<file path="src/rtl/jk_ff_monitor.sv">
// jk_ff_monitor: response checker for a J/K flip-flop with preset.
// Tracks an independent next-state model and flags Q/P mismatches.
module jk_ff_monitor #(
  parameter int CNT_W       = 8,
  parameter bit STOP_ON_ERR = 1'b0
) (
  input  logic             CLK,
  input  logic             CLR,
  input  logic             EN,
  input  logic             J,
  input  logic             K,
  input  logic             PR,
  input  logic             Q,
  input  logic             P,
  output logic             ERR,
  output logic             ERR_STICKY,
  output logic [CNT_W-1:0] CHK_CNT,
  output logic [CNT_W-1:0] ERR_CNT,
  output logic [CNT_W-1:0] FIRST_IDX,
  output logic [1:0]       STATE
);

  typedef enum logic [1:0] {
    S_IDLE  = 2'b00,
    S_SYNC  = 2'b01,
    S_CHECK = 2'b10,
    S_FAULT = 2'b11
  } state_t;

  state_t           r_state;
  logic             r_exp_q;
  logic             r_err;
  logic             r_sticky;
  logic [CNT_W-1:0] r_chk;
  logic [CNT_W-1:0] r_ecnt;
  logic [CNT_W-1:0] r_first;

  logic w_nxt_obs;
  logic w_nxt_exp;
  logic w_mismatch;
  logic w_chk_sat;
  logic w_ecnt_sat;

  function automatic logic f_next(
    input logic s,
    input logic j,
    input logic k,
    input logic pr
  );
    logic n;
    n = s;
    if (pr) begin
      n = 1'b1;
    end else begin
      unique case ({j, k})
        2'b00: n = s;
        2'b01: n = 1'b0;
        2'b10: n = 1'b1;
        2'b11: n = ~s;
      endcase
    end
    return n;
  endfunction

  assign w_nxt_obs  = f_next(Q, J, K, PR);
  assign w_nxt_exp  = f_next(r_exp_q, J, K, PR);
  // Q and P faults in one cycle fold into a single mismatch
  assign w_mismatch = (Q != r_exp_q) | (P == Q);
  assign w_chk_sat  = &r_chk;
  assign w_ecnt_sat = &r_ecnt;

  always_ff @(posedge CLK or negedge CLR) begin
    if (!CLR) begin
      r_state  <= S_IDLE;
      r_exp_q  <= 1'b0;
      r_err    <= 1'b0;
      r_sticky <= 1'b0;
      r_chk    <= '0;
      r_ecnt   <= '0;
      r_first  <= '0;
    end else begin
      r_err <= 1'b0;
      if (!EN) begin
        r_state <= S_IDLE;
      end else begin
        unique case (r_state)
          S_IDLE: begin
            r_state <= S_SYNC;
          end
          S_SYNC: begin
            r_exp_q <= w_nxt_obs;
            r_state <= S_CHECK;
          end
          S_CHECK: begin
            if (!w_chk_sat) r_chk <= r_chk + 1'b1;
            if (w_mismatch) begin
              r_err    <= 1'b1;
              r_sticky <= 1'b1;
              if (!w_ecnt_sat) r_ecnt <= r_ecnt + 1'b1;
              if (!r_sticky) r_first <= r_chk;
              // resync to the DUT so one fault is reported once
              r_exp_q <= w_nxt_obs;
              if (STOP_ON_ERR) r_state <= S_FAULT;
            end else begin
              r_exp_q <= w_nxt_exp;
            end
          end
          S_FAULT: begin
            r_state <= S_FAULT;
          end
        endcase
      end
    end
  end

  assign ERR        = r_err;
  assign ERR_STICKY = r_sticky;
  assign CHK_CNT    = r_chk;
  assign ERR_CNT    = r_ecnt;
  assign FIRST_IDX  = r_first;
  assign STATE      = r_state;

endmodule
</file>
<file path="config.mk">
export PLATFORM = sky130hd
export DESIGN_NAME = jk_ff_monitor
export DESIGN_NICKNAME = d
export VERILOG_FILES = /design/src/rtl/jk_ff_monitor.sv
export SDC_FILE = /design/constraint.sdc
export NUM_CORES = 1
export LEC_CHECK = 0
export BUFFER_PORTS_ARGS = -buffer_cell sky130_fd_sc_hd__buf_2
export CORE_MARGIN = 2
export CORE_UTILIZATION = 56
export DETAILED_ROUTE_END_ITERATION = 8
export HOLD_SLACK_MARGIN = 0.06
export PLACE_DENSITY_LB_ADDON = 0.3
export SYNTH_ARGS = -nofsm -noshare
export SYNTH_HDL_FRONTEND = slang
export SYNTH_SLANG_ARGS = --single-unit
</file>
<file path="constraint.sdc">
create_clock -name CLK -period 2.9 [get_ports CLK]
set_input_delay 0.29 -clock CLK [delete_from_list [all_inputs] [get_ports CLK]]
set_output_delay 0.29 -clock CLK [all_outputs]
set_load 0.01 [all_outputs]
</file>
==> results.cfg, run 1 <==
[setup_path]
arrival_ps = 2200
cpPeakStageDelay_ps = 420
crit_slowest_cell = dfrtp_1
reg2reg_from = STATE[0]$_DFFE_PN0P_
cp_cell_sequence = inv_1 -> ha_1 -> nand2_1 -> a211o_4 -> nor3_1 -> mux2_2
critPathMaxFanout = 7
start_kind = flip-flop
cp-end-kind = flip-flop
critPathLaunch = STATE[0]$_DFFE_PN0P_
critPathKind = reg2reg
required_ps = 3100

[routing]
vias_per_cell = 5.60
drcViolationCount = 0
firstDrtPassIters = 4
ant_nets = 0
num_vias = 1109
drt_iter0_markers = 28
wl_per_cell_um = 13.6
wirelength_um = 2690

[clock_tree]
clk_latency_ps = 310
postCtsSetupBuffers = 0
hold_buffers = 1
tritoncts = done
numCtsBuffers = 5
cts_htree_levels = 2
cts_root_buffer = clkbuf_4
ctsResizeCount = 0
cts_buffer_depth = 2
path_clk_slew_ps = 80
cts_sinks = 29

[final_layout]
seq_area_um2 = 726
fillerInstances = 192
fin_nets = 182
multi_input_area_um2 = 668
layout_commonest_cell = buf_2
fin_area_um2 = 1710
layout_common_cells = 35 x buf_2, 29 x dfrtp_1, 14 x mux2_2, 11 x nor2_1, 10 x nand2_1
diodes = 0
drive_gt1_frac = 0.363
final_util = 0.695
area_delta_synth_final_pct = 19.5

[outcome]
outcome = finished clean

[floorplan]
placementRows = 18
io_pins = 36
start_util = 0.582
fp.dieH_um = 54.5
die_w_um = 54.5
die_area_um2 = 2970
core-area_um2 = 2450

[power]
p_per_area_nw_per_um2 = 675
leakage_nw = 0.881
p_total_mw = 1.15
ir_drop_mv = 0.410

[synth]
syn-cell-area_um2 = 1430
synth_top_family_by_area = simple AND/OR/NAND/NOR gates
synth_mux_area_frac = 0.142
syn_inst = 125
synth_fa_ha_area_frac = 0.0526
synth-edff-count = 0
yosys_warnings = 0
ys_async_sr_fraction = 1.00
syn_nets = 139
synth_cell_types = 30
synth-xor-area-share = 0.0307
ys_ff_latch = 29
yosys.area_share.simple = 0.184
synthFlopType = dfrtp_1
ys_seq_area_frac = 0.508
syn_avg_cell_area_um2 = 11.4
synth_compound_area_frac = 0.0587

[place]
place_congestion = 0.736
io_buffers = 35
dp_hpwl_um = 2090
detailedPlace.worstSlack_ps = 905
placed_area_um2 = 1640

[timing]
layout_setup_ws_ps = 898
tightest_slew_ps = 611
relSlewSlack = 0.593
rsz0062_at_grt = no
drv_slew = 0
setup_tns_ps = 0
skew_ps = 6.22
setup_violations = 0
hold_viol = 0
fin_crit_sh = 0.690
period_minus_slack_ps = 2000
fmax_mhz = 499

[global_routing]
overflow = 0
grtUsageTotal = 0.206
antenna_found_initial = 0
grt_pass1_wl_um = 4200
grt_max_degree = 30
grt_pass1_vias = 995

[job]
maxCapViolCount = 0

[min_path]
hp-start = PR
hp-class = in2reg
stage by stage:
stage / cells / hold slack [ps]
2_1_floorplan: 125 / -5.59
3_3_place_gp: 190 / 342
3_5_place_dp: 190 / 337
4_1_cts: 198 / 293
5_1_grt: 198 / 290
6_report: 198 / 299
kinds of logic (layout without fill, tap and decap cells):
kind of cell | after synthesis | count (layout)
and+or+nand+nor | 46 | 46
DFF | 29 | 29
muxes | 18 | 18
AOI/OAI and AO/OA | 12 | 12
buffers and inverters | 9 | 52
adders and majority gates | 6 | 6
xor gates and xnor gates | 5 | 5
flip-flops by register name, summed over array words and instances, names as in the netlist:
name	cells
ERR	1
r_exp_q	1
CHK_CNT	8
FIRST_IDX	8
STATE	2
ERR_CNT	8
ERR_STICKY	1
routing by layer:
| layer | vias to the layer above | track usage | share of wire |
|---|---|---|---|
| met5 | - | 0 | 0 |
| li1 | 532 | - | - |
| met1 | 531 | 0.251 | 0.41 |
| met2 | 38 | 0.341 | 0.51 |
| met4 | 0 | 0.104 | 0.019 |
| met3 | 8 | 0.0464 | 0.064 |
path summary, 6_finish.rpt:
check                                           end  slack (ps)  cells past startpoint
setup / recovery             ERR_CNT[7]$_DFFE_PN0P_         900                      6
hold / removal                  r_exp_q$_DFFE_PN0P_         300                      3
setup reg to reg             ERR_CNT[7]$_DFFE_PN0P_         900                      6
hold reg to reg            FIRST_IDX[4]$_DFFE_PN0P_         510                      1
max in group asynchronous    ERR_CNT[3]$_DFFE_PN0P_        1990                      2
min in group asynchronous  FIRST_IDX[1]$_DFFE_PN0P_         510                      2
final cells by class:
| type | count | share of cell area |
|---|---|---|
| flip-flops and latches | 29 | 0.426 |
| multi-input cells | 87 | 0.392 |
| repair buffers | 36 | 0.109 |
| clock buffers | 7 | 0.0323 |
| well taps | 30 | 0.0220 |
| inverters | 9 | 0.0198 |
critical path, delay by kind of cell, from the launching register on:
kind	cells	cell delay, ps
adder cells (fa/ha/maj)	1	280
flip-flops	1	420
multiplexers	1	360
AND/OR/NAND/NOR	2	360
buffers and inverters	1	120
AO/OA/AOI/OAI	1	340
synthesized netlist by cell type, drive strengths merged, types with 2 or more instances:
cell	count	share of area
nor3	3	0.011
inv	9	0.024
mux2	15	0.12
nand2	10	0.026
xnor2	3	0.018
nand4	5	0.022
a21oi	4	0.014
nand3	8	0.028
o21ai	3	0.011
mux2i	3	0.021
ha	6	0.053
dfrtp	29	0.51
nor2	12	0.043
xor2	2	0.012
report_power, final:
part	total [mW]	internal (mW)	leakage [nW]	switching, mW
combinational	0.336	0.158	0.476	0.178
sequential	0.579	0.485	0.373	0.0947
clock	0.236	0.114	0.0314	0.122
No activity file was read; power rests on OpenSTA's default activity.
==> run 2: changes to the inputs <==
Settings changed: CORE_UTILIZATION 56 to 52.
Clock period 2.9 ns to 2 ns, I/O delays scaled along.
==> run 2 against run 1 <==
Clock-buffer cell count rose by 1. Core utilization fell by 2.3 points. Combinational power increased by 51%. First-iteration DRC count fell by 25%. Wire length up 2.9%. Critical path depth fell by 1. Flip-flop and latch count is the same. Worst setup slack got worse by 780 ps. Non-clock buffer count grew 1. Clock power rose by 39%. Cell count increased by 1.0%. Critical endpoint is now r_exp_q$_DFFE_PN0P_. Highest routed layer unchanged.
==> results.cfg, run 2 (same netlist as run 1, synthesis figures left out) <==
[routing]
drcViolationCount = 0
wirelength_um = 2770
ant_nets = 0
num_vias = 1092
vias_per_cell = 5.46
wl_per_cell_um = 13.8
drt_iter0_markers = 21
firstDrtPassIters = 4

[setup_path]
cp_cell_sequence = inv_1 -> ha_2 -> or4b_2 -> o211ai_1 -> mux2i_1
required_ps = 2250
critPathMaxFanout = 6
critPathKind = reg2reg
start_kind = flip-flop
cpPeakStageDelay_ps = 590
cp-end-kind = flip-flop
crit_slowest_cell = or4b_2
arrival_ps = 2130

[clock_tree]
cts_root_buffer = clkbuf_4
cts_buffer_depth = 2
path_clk_slew_ps = 90
numCtsBuffers = 5
cts_sinks = 29
tritoncts = done
clk_latency_ps = 320
cts_htree_levels = 2

[final_layout]
layout.cells.non_filler = 200
fin_nets = 183
layout_commonest_cell = buf_2
final_util = 0.672
drive_gt1_frac = 0.365
multi_input_area_um2 = 671
seq_area_um2 = 726
diodes = 0
fillerInstances = 211
area_delta_synth_final_pct = 19.7
layout_common_cells = 35 x buf_2, 29 x dfrtp_1, 14 x mux2_2, 11 x nor2_1, 10 x nand2_1

[power]
leakage_nw = 0.880
p_per_area_nw_per_um2 = 981
ir_drop_mv = 0.603

[global_routing]
overflow = 0
grt_pass1_vias = 1098
grtUsageTotal = 0.194
grt_max_degree = 30
antenna_found_initial = 0
grt_pass1_wl_um = 4750

[place]
place_congestion = 0.746
placedCellCount = 190
io_buffers = 35
dp_hpwl_um = 2120

[job]
maxCapViolCount = 0

[floorplan]
start_util = 0.561
fp.dieH_um = 56.4
die_area_um2 = 3180
io_pins = 36
die_w_um = 56.4
core-area_um2 = 2540
placementRows = 18

[timing]
tightest_slew_ps = 623
relSlewSlack = 0.585
setup_violations = 0
fin_crit_sh = 0.941
skew_ps = 6.17
setup_tns_ps = 0
drv_slew = 0
hold_slack_ps = 177
fmax_mhz = 531
rsz0062_at_grt = no
period_minus_slack_ps = 1880
hold_viol = 0

[outcome]
outcome = finished clean

[min_path]
hp-class = in2reg
==> run 2: path summary, 6_finish.rpt <==
path | start | endpoint | slack [ps] | cells past startpoint
min reg2reg | FIRST_IDX[3]$_DFFE_PN0P_ | FIRST_IDX[3]$_DFFE_PN0P_ | 510 | 1
min | PR | r_exp_q$_DFFE_PN0P_ | 180 | 3
max reg2reg | STATE[0]$_DFFE_PN0P_ | r_exp_q$_DFFE_PN0P_ | 120 | 5
max in group asynchronous | CLR | FIRST_IDX[3]$_DFFE_PN0P_ | 1170 | 2
min in group asynchronous | CLR | CHK_CNT[7]$_DFFE_PN0P_ | 420 | 2
max | STATE[0]$_DFFE_PN0P_ | r_exp_q$_DFFE_PN0P_ | 120 | 5
==> run 2: final cells by class <==
cell class                      instances  area share
Inverter                                9      0.0198
Multi-Input combinational cell         87       0.392
Timing Repair Buffer                   37       0.113
Clock buffer                            8      0.0286
Sequential cell                        29       0.425
Tap cell                               30      0.0220
==> run 2: stage by stage <==
step / instance area [um2] / power [mW] / setup slack (ps)
floorplan: 1430 / 1.13 / 156
global placement: 1640 / 1.31 / 126
detailed placement: 1640 / 1.35 / 58.7
CTS: 1700 / 1.68 / 41.1
global route: 1710 / 1.79 / 15.1
finish: 1710 / 1.68 / 117
==> run 2: metal layers <==
metal | vias to the layer above | wire [um] | global-route usage
li1 | 530 | - | -
met3 | 7 | 126 | 0.0484
met1 | 532 | 1110 | 0.213
met4 | 0 | 53 | 0.0918
met2 | 23 | 1480 | 0.346
met5 | - | 0 | 0
==> run 2: repair_timing <==
item | in CTS | in global routing
endpoints found under the hold margin | 29 | 0
setup endpoints to repair | 0 | 12
resized for setup | 0 | 1
hold buffers | 1 | 0
setup buffers | 0 | 1
==> run 2: worst max-delay path, delay by kind of cell, from the launching register on <==
family | cells | cell delay [ps]
fa+ha+maj | 1 | 250
mux | 1 | 210
flops | 1 | 390
buf+inv | 1 | 110
compound gates | 1 | 240
simple gates | 1 | 590
==> run 2: power breakdown <==
part / internal, mW / switching (mW)
clock: 0.140 / 0.189
combinational: 0.243 / 0.266
sequential: 0.702 / 0.136
==> run 3: changes to the inputs <==
Settings changed: CORE_MARGIN 2 to not set, PLACE_DENSITY set to 0.78, PLACE_DENSITY_LB_ADDON 0.3 to not set.
==> run 3 against run 2 <==
Clock power hardly changed. Clock skew is 6.9 ps higher. Register-to-register slack about the same.
==> results.cfg, run 3 (same netlist as run 1, synthesis figures left out) <==
[timing]
relSlewSlack = 0.577
setup_violations = 0
drv_slew = 0
setup_tns_ps = 0
rsz0062_at_grt = no
period_minus_slack_ps = 1890
fin_crit_sh = 0.945
fmax_mhz = 529
hold_viol = 0
skew_ps = 13.1
tightest_slew_ps = 634

[setup_path]
cpPeakStageDelay_ps = 410
crit_slowest_cell = dfrtp_1
critPathKind = reg2reg
start_kind = flip-flop
reg2reg_from = STATE[0]$_DFFE_PN0P_
required_ps = 2210
cp-end-kind = flip-flop
critPathLaunch = STATE[0]$_DFFE_PN0P_
cp_cell_sequence = inv_1 -> ha_2 -> nand2_1 -> a211o_4 -> nor3_1 -> mux2_2
arrival_ps = 2100
critPathMaxFanout = 7

[global_routing]
grt_pass1_wl_um = 4530
grt_pass1_vias = 1070
overflow = 0
antenna_found_initial = 0
grt_max_degree = 30
grtUsageTotal = 0.227

[final_layout]
fin_area_um2 = 1710
layout.cells.non_filler = 200
layout_common_cells = 35 x buf_2, 29 x dfrtp_1, 14 x mux2_2, 10 x nor2_1, 10 x nand2_1
area_delta_synth_final_pct = 19.9
diodes = 0
drive_gt1_frac = 0.371
fin_nets = 183
layout_commonest_cell = buf_2

[clock_tree]
cts_sinks = 29
clk_latency_ps = 320
cts_htree_levels = 2
cts_buffer_depth = 2
path_clk_slew_ps = 90
cts_root_buffer = clkbuf_4
tritoncts = done
numCtsBuffers = 5

[floorplan]
die_w_um = 54.4
fp.dieH_um = 54.4
placementRows = 18
die_area_um2 = 2960
start_util = 0.561
core-area_um2 = 2540
io_pins = 36

[power]
ir_drop_mv = 0.695
leakage_nw = 0.879
p_per_area_nw_per_um2 = 969

[routing]
drt_iter0_markers = 11
wl_per_cell_um = 13.9
ant_nets = 0
num_vias = 1131
wirelength_um = 2770
vias_per_cell = 5.66
drcViolationCount = 0
firstDrtPassIters = 4

[place]
placed_area_um2 = 1640
placedCellCount = 190
place_congestion = 0.756
dp_hpwl_um = 2080
io_buffers = 35

[job]
maxCapViolCount = 0

[min_path]
hp-class = in2reg
hp-start = PR

[outcome]
outcome = finished clean
[run 3: changes by cell type in the layout (fill, tap and decap cells not counted)]
cell	previous run	this run
nor2_1	11	10
nor2_2	0	1
[run 3: final timing paths]
check / cells after the start / slack [ps] / to
min in group asynchronous: 2 / 420 / STATE[0]$_DFFE_PN0P_
worst max-delay path: 6 / 110 / ERR_CNT[7]$_DFFE_PN0P_
worst max register to register: 6 / 110 / ERR_CNT[7]$_DFFE_PN0P_
max in group asynchronous: 2 / 1160 / FIRST_IDX[2]$_DFFE_PN0P_
worst min register to register: 1 / 510 / FIRST_IDX[6]$_DFFE_PN0P_
worst min-delay path: 3 / 170 / r_exp_q$_DFFE_PN0P_
[run 3: layer usage]
layer / part of all wire / routed length (um) / global-route usage
met1: 0.41 / 1140 / 0.251
met2: 0.52 / 1440 / 0.388
met3: 0.040 / 112 / 0.0583
met4: 0.030 / 84 / 0.137
met5: 0 / 0 / 0
[run 3: critical path: cells and delay by family (launching register included)]
family          cells  cell delay (ps)
compound gates      1              340
fa+ha+maj           1              240
buf+inv             1              100
flops               1              410
mux                 1              350
simple gates        2              320
[run 3: cell type report]
cell class	count	area, um2
Timing Repair Buffer	37	193
Fill cell	199	833
Multi-Input combinational cell	87	673
Sequential cell	29	726
Clock buffer	8	48.8
Inverter	9	33.8
Tap cell	30	37.5
[run 3: where the power goes]
part | switching (mW) | total (mW) | leakage, nW | internal [mW]
combinational | 0.253 | 0.492 | 0.479 | 0.239
clock | 0.188 | 0.328 | 0.0265 | 0.140
sequential | 0.136 | 0.839 | 0.373 | 0.703
[run 3: per-stage QoR]
stage	hold WS [ps]	setup slack [ps]	power [mW]	util
finish	172	109	1.66	0.673
global route	186	30.6	1.78	0.673
CTS	168	55.9	1.66	0.668
detailed placement	259	77.5	1.33	0.645
global placement	250	125	1.30	0.645
floorplan	-95.6	156	1.13	-
[run 3: what timing repair did]
item | in CTS | in global routing
hold endpoints to repair | 29 | 0
endpoints found under the setup margin | 0 | 13
setup buffers | 0 | 1
hold buffers | 1 | 0
resized for setup | 0 | 2
